$ cat src/rtl/fetch_sequencer.sv
// rtl/fetch_sequencer.sv - instruction fetch PC sequencer with one-entry output slot to decode
// Define FETCH_SEQ_PERF_EN to build the saturating fetch/stall performance counters.
module fetch_sequencer #(
  parameter int unsigned MEM_SIZE = 64,
  parameter logic [63:0] RESET_PC = 64'd0
) (
  input  logic        i_clk,
  input  logic        i_rst,
  input  logic        i_start,
  output logic [63:0] o_mem_add,
  input  logic [31:0] i_mem_ins,
  output logic        o_valid,
  input  logic        i_ready,
  output logic [31:0] o_ins,
  output logic [63:0] o_pc,
  input  logic        i_br_taken,
  input  logic [63:0] i_br_target,
  output logic        o_fault,
  output logic [63:0] o_fault_add,
  output logic [31:0] o_fetch_cnt,
  output logic [31:0] o_stall_cnt
);

  localparam logic [1:0] ST_IDLE  = 2'd0;
  localparam logic [1:0] ST_FETCH = 2'd1;
  localparam logic [1:0] ST_FAULT = 2'd2;

  localparam logic [63:0] LAST_ADD = 64'(MEM_SIZE) - 64'd4;

  logic [1:0]  r_state;
  logic [63:0] r_pc;
  logic        slot_free;
  logic        pc_bad;

  assign o_mem_add = r_pc;
  assign slot_free = !o_valid || i_ready;
  // Unsigned compare against the last legal word: no wrap path reaches r_pc+4.
  assign pc_bad    = (r_pc[1:0] != 2'b00) || (r_pc > LAST_ADD);

  always_ff @(posedge i_clk) begin
    if (i_rst) begin
      r_state     <= ST_IDLE;
      r_pc        <= RESET_PC;
      o_valid     <= 1'b0;
      o_ins       <= 32'd0;
      o_pc        <= 64'd0;
      o_fault     <= 1'b0;
      o_fault_add <= 64'd0;
    end else begin
      case (r_state)
        ST_IDLE: begin
          o_valid <= 1'b0;
          if (i_start) begin
            r_state <= ST_FETCH;
          end
        end
        ST_FETCH: begin
          if (i_br_taken) begin
            // Redirect drops any held word and defers checking the target to the next attempt.
            r_pc    <= i_br_target;
            o_valid <= 1'b0;
          end else if (slot_free) begin
            if (pc_bad) begin
              r_state     <= ST_FAULT;
              o_fault     <= 1'b1;
              o_fault_add <= r_pc;
              o_valid     <= 1'b0;
            end else begin
              o_ins   <= i_mem_ins;
              o_pc    <= r_pc;
              o_valid <= 1'b1;
              r_pc    <= r_pc + 64'd4;
            end
          end
        end
        ST_FAULT: begin
          o_valid <= 1'b0;
        end
        default: begin
          r_state <= ST_IDLE;
          o_valid <= 1'b0;
        end
      endcase
    end
  end

`ifdef FETCH_SEQ_PERF_EN
  logic [31:0] r_fetch_cnt;
  logic [31:0] r_stall_cnt;

  always_ff @(posedge i_clk) begin
    if (i_rst) begin
      r_fetch_cnt <= 32'd0;
      r_stall_cnt <= 32'd0;
    end else begin
      if (o_valid && i_ready && !i_br_taken && (r_fetch_cnt != 32'hFFFF_FFFF)) begin
        r_fetch_cnt <= r_fetch_cnt + 32'd1;
      end
      if ((r_state == ST_FETCH) && o_valid && !i_ready && (r_stall_cnt != 32'hFFFF_FFFF)) begin
        r_stall_cnt <= r_stall_cnt + 32'd1;
      end
    end
  end

  assign o_fetch_cnt = r_fetch_cnt;
  assign o_stall_cnt = r_stall_cnt;
`else
  assign o_fetch_cnt = 32'd0;
  assign o_stall_cnt = 32'd0;
`endif

endmodule
$ cat config.mk
export PLATFORM = sky130hd
export DESIGN_NAME = fetch_sequencer
export DESIGN_NICKNAME = d
export VERILOG_FILES = /design/src/rtl/fetch_sequencer.sv
export SDC_FILE = /design/constraint.sdc
export NUM_CORES = 1
export LEC_CHECK = 0
export ABC_CLOCK_PERIOD_IN_PS = 6400
export BUFFER_PORTS_ARGS = -buffer_cell sky130_fd_sc_hd__buf_2
export CORE_AREA = 3 3 149 151
export DETAILED_ROUTE_END_ITERATION = 8
export DIE_AREA = 0 0 152 154
export GPL_ROUTABILITY_DRIVEN = 0
export PLACE_DENSITY = 0.74
export SETUP_SLACK_MARGIN = 0.5
export SLEW_MARGIN = 40
export SYNTH_ARGS = -nofsm -noshare
export SYNTH_HDL_FRONTEND = slang
export SYNTH_SLANG_ARGS = --single-unit
$ cat constraint.sdc
create_clock -name i_clk -period 6.4 [get_ports i_clk]
set_clock_uncertainty 0.15 [all_clocks]
set_input_delay 1.6 -clock i_clk [delete_from_list [all_inputs] [get_ports i_clk]]
set_output_delay 1.6 -clock i_clk [all_outputs]
set_load 0.01 [all_outputs]
=== Word-level counts from Yosys, hierarchy flattened ===
Index checks and enable logic that the tools add are counted.

* Register bits: 228

* Add/subtract/negate cells: 1
* $lt $le $gt $ge: 1
* Equal/unequal tests: 7
* Muxes and demuxes: 9
* Bitwise gates (word level): 4
* Reduce and logical (&&, ||, !) cells: 11

{| class="wikitable"
|+ Operators by type and width
! cell !! number
|-
| two-way mux 64 bit || 3
|-
| adder 64 x 3 -> 64 bit, second input constant || 1
|-
| greater-than comparator 64 x 6 -> 1 bit, second input constant || 1
|-
| != test 2 bit, second input constant || 5
|-
| two-way mux 2 bit || 4
|-
| AND reduction 4 bit || 2
|-
| case mux 2 bit (3 select lines) || 1
|-
| AND reduction 5 bit || 1
|-
| NOT 1 bit || 4
|-
| nonzero test 2 bit || 2
|-
| AND reduction 3 bit || 1
|-
| OR reduction 3 bit || 1
|-
| equality test 2 x 1 -> 1 bit, second input constant || 1
|-
| equality test 2 bit, second input constant || 1
|-
| logical NOT 2 bit || 1
|-
| logical OR 1 bit || 2
|-
| logical NOT 1 bit || 1
|-
| two-way mux 1 bit || 1
|}

=== Longest topological paths before layout ===
* Depth after elaboration: 6
* Mapped depth: 9
* Gate-level depth less buffers: 7

=== Worst setup path before layout ===
Ideal clock, no wire load.

* Path type: input port to flip-flop
* From: input port i_ready
* To: register o_pc[0]
* Arrival: 2.792 ns
* Slack: 3.399 ns
* Cell stages on the path: 7
* Path buffers: 3
* Cell sequence: nand2b_1 -> clkbuf_1 -> and4_1 -> buf_2 -> nor2_1 -> clkbuf_1 -> and2_1

* Longest elaborated chain between the ends: 2

{| class="wikitable"
|+ Ends and longest elaborated chain
! item !! RTL line !! text
|-
| start: declaration || 13 || <nowiki>input logic i_ready,</nowiki>
|-
| logical OR 1 bit || 36 || <nowiki>assign slot_free = !o_valid || i_ready;</nowiki>
|-
| AND reduction 4 bit (no line) || - ||
|-
| end signal: assignment || 70 || <nowiki>o_pc <= r_pc;</nowiki>
|-
| end: declaration || 15 || <nowiki>output logic [63:0] o_pc,</nowiki>
|}

No other way between the ends.
A chain may end at the register's enable or synchronous reset.

=== Worst setup path in the final report ===
* From: register r_pc[62], in the netlist o_mem_add[62]
* To: register r_pc[51], in the netlist o_mem_add[51]

* Longest elaborated chain between the ends: 4

{| class="wikitable"
|+ Ends and longest elaborated chain
! item !! RTL line !! text
|-
| start: declaration || 31 || <nowiki>logic [63:0] r_pc;</nowiki>
|-
| start signal: assignment || 60 || <nowiki>r_pc <= i_br_target;</nowiki>
|-
| start signal: assignment || 72 || <nowiki>r_pc <= r_pc + 64'd4;</nowiki>
|-
| greater-than comparator 64 x 6 -> 1 bit || 38 || <nowiki>assign pc_bad = (r_pc[1:0] != 2'b00) || (r_pc > LAST_ADD);</nowiki>
|-
| logical OR 1 bit || 38 ||
|-
| != test 2 bit (no line) || - ||
|-
| AND reduction 3 bit (no line) || - ||
|}

No other way between the ends.

==> run summary <==
run status - finished, final reports clean
worst r2r src - o_mem_add[62]
cts repair resizes - 0
Pre-Repair DR Iteration Count - 5
measured slew at the worst slew-check pin - 0.800 ns
max-cap violation count - 0
hold path start - o_ins[7]
Synth Area in XOR/XNOR - 0
post-synth top area share - 0.510
initial antenna violation count - 4
Initial Util - 0.427
top post-synthesis cells by area - dfxtp_1 51%, mux2i_1 7.5%, nand2_1 6.3%
Synth Area in Adders - 0.00140
hold crit path type - reg2reg
total power - 3.17 mW
Post-DRT Antenna Nets - 0
global route overflow - 0
final setup vio count - 0
Max clock buf depth - 3
clk slew on worst S/H paths - 0.06 ns
CTS sink cnt - 228
CTS Hold Bufs - 0
Synth async-reset ratio - 0
Place WS - 2.62 ns
cell count of the worst reg-to-reg path - 6
final net count - 1393
DR vias/cell - 5.08
Final min period - 3.54 ns
FF+latch count, synth - 228
mux cell area share after synthesis - 0.0749
IO Pins - 391
Routed WL - 27000 µm
period utilisation layout - 0.553
Netlist cell types - 55
data arrival time of the critical path - 3.80 ns
sequential area share after synthesis - 0.510
synthesized area - 8950 µm²
reg2reg end - o_mem_add[51]
leading area contributor after synthesis - dfxtp_1
Starting DRT DRC Count - 593
# Post-CTS Setup Buffers - 0
Worst Hold Path EP - o_ins[7]
Warnings, synthesis - 0
internal reg-to-reg setup slack - 2.86 ns
Die Y - 154 µm
WP data required - 6.66 ns
port bufs - 326
fmax - 283 MHz
Routed WL per cell - 17.0 µm
CP Capture Type - register
row cnt - 53
Avg Synthesized Cell Area - 9.01 µm²
Synth Instances - 994
Final Hold Vio Count - 0
worst hold path depth - 2
Primary FF master, synth - dfxtp_1
Final Slew Violations - 0
TritonCTS Buffers - 24
setup ws final - 2.86 ns
first-pass GRT wire length - 41900 µm
Vias - 8049
Simple-Gate Fraction of Synth Area - 0.219
Core Region - 21000 µm²
clock root buffer - clkbuf_16
peak supply drop - 0.000203 V
DP HPWL - 18800 µm
P per Cell Area - 279 nW/µm²
Clock Latency Late Sink - 0.51 ns
Worst Path Max Fanout - 17
P&R area growth vs syn - 27.1%
die span in x - 152 µm
Synth Area in Compound Gates - 0.109
CTS tree - done
LEAKAGE - 5.10 nW
Area after DPL - 10600 µm²
CP Launch Type - register
RSZ-0062 raised after global routing - false
Post-synth EDFFs - 0
vias in the first global route - 7417
main combinational cell family by area after synthesis - simple AND/OR/NAND/NOR gates
Tot GR Track Use - 0.215
share of cells above drive strength 1 - 0.301
htree depth - 1
DIE AREA - 23400 µm²
post-route setup TNS - 0 ns
largest net degree at the start of global routing - 106
design area - 11400 µm²
DRC - 0
Slew headroom - 0.463
Setup Crit Path Kind - reg2reg
## routing by layer
layer	global-route usage	wire length, µm	vias up
li1	-	-	3885
met1	0.277	11200	3777
met2	0.358	13000	349
met3	0.0580	2250	38
met4	0.0582	539	0
met5	0	0	-
## logic make-up (layout without fill, tap and decap cells)
kind of cell               count (synthesis)  count (layout)
AOI/OAI and AO/OA                        161             161
adders and majority gates                  1               1
buffers and inverters                    131             380
DFF                                      228             228
muxes                                     67              67
other                                      1              68
and+or+nand+nor                          405             405
## cell type report
cell class | instances | area [µm²]
clock inverter | 6 | 65.1
inverter | 4 | 15.0
fill | 1922 | 9580
tap | 275 | 344
multi-input combinational | 698 | 3910
clock buffer | 35 | 733
antenna | 4 | 10.0
timing repair buffer | 335 | 1740
sequential | 228 | 4560
## cell usage after synthesis, types with 2 or more instances
cell type and number:
a2111oi_2 2, a211oi_1 7, a21o_1 2, a21oi_1 94
a22oi_1 4, a311oi_1 2, a31oi_1 3, a32oi_1 5
and2_1 60, buf_1 4, buf_2 10, buf_4 70
clkbuf_1 43, dfxtp_1 228, inv_1 3, mux2i_1 67
nand2_1 151, nand2b_1 5, nand3_1 22, nand3b_1 5
nand4_1 13, nor2_1 92, nor3_1 13, nor3b_1 3
nor4_1 22, nor4_2 2, o21ai_0 16, o22ai_1 3
o31ai_1 10, o41ai_1 5, or2_2 2, or4_1 3
## layout by cell type, fill, tap and decap left out, types with 4 or more instances in the layout
cell type    n
nand2_1    150
and2_1      60
buf_4        7
a32oi_1      5
o31ai_1     10
o21ai_0     16
a21oi_1     94
mux2i_1     67
o41ai_1      5
nand4_1     13
conb_1      64
buf_2      325
clkbuf_16   25
dfxtp_1    228
nand3b_1     5
nand3_1     22
a22oi_1      4
a211oi_1     7
nor2_1      89
diode_2      4
nor3_1      13
nor4_1      22
clkbuf_8     7
nand2b_1     4
## power breakdown
part           switching [mW]  total [mW]  internal, mW
Clock                   0.555        1.39         0.832
Combinational           0.189       0.294         0.105
Sequential             0.0411        1.49          1.45
Total                   0.785        3.17          2.38
## through the flow
step                std cells   util  hold WS (ns)
floorplan                1057      -         0.287
global placement         1539  0.502         0.285
detailed placement       1540  0.504         0.288
CTS                      1581  0.542         0.298
global route             1585  0.543         0.312
finish                   1585  0.543         0.297
## registers in the layout (all words and copies together), names as in the netlist
register	cells
o_pc	64
r_state	2
o_mem_add	64
o_fault	1
o_ins	32
o_fault_add	64
o_valid	1
## critical path, stage by stage (launching register included)
cell and delay [ns]:
dfxtp_1 0.38, nor4_1 0.53, nand4_1 0.29, nor4_4 0.79, a21o_1 0.68, nand2_1 0.31
o31ai_1 0.30
## how the worst max path moves through the flow
| stage | startpoint | end | slack, ns |
|---|---|---|---|
| after floorplan | i_ready | o_pc[0] | 3.40 |
| after global placement | i_br_taken | o_fault_add[35] | 2.71 |
| after detailed placement | i_br_taken | o_fault_add[50] | 2.62 |
| after CTS | o_mem_add[62] | o_mem_add[51] | 3.01 |
| after global routing | o_mem_add[62] | o_mem_add[51] | 2.67 |
| final | o_mem_add[62] | o_mem_add[51] | 2.86 |
(Power assumes the default switching activity.)
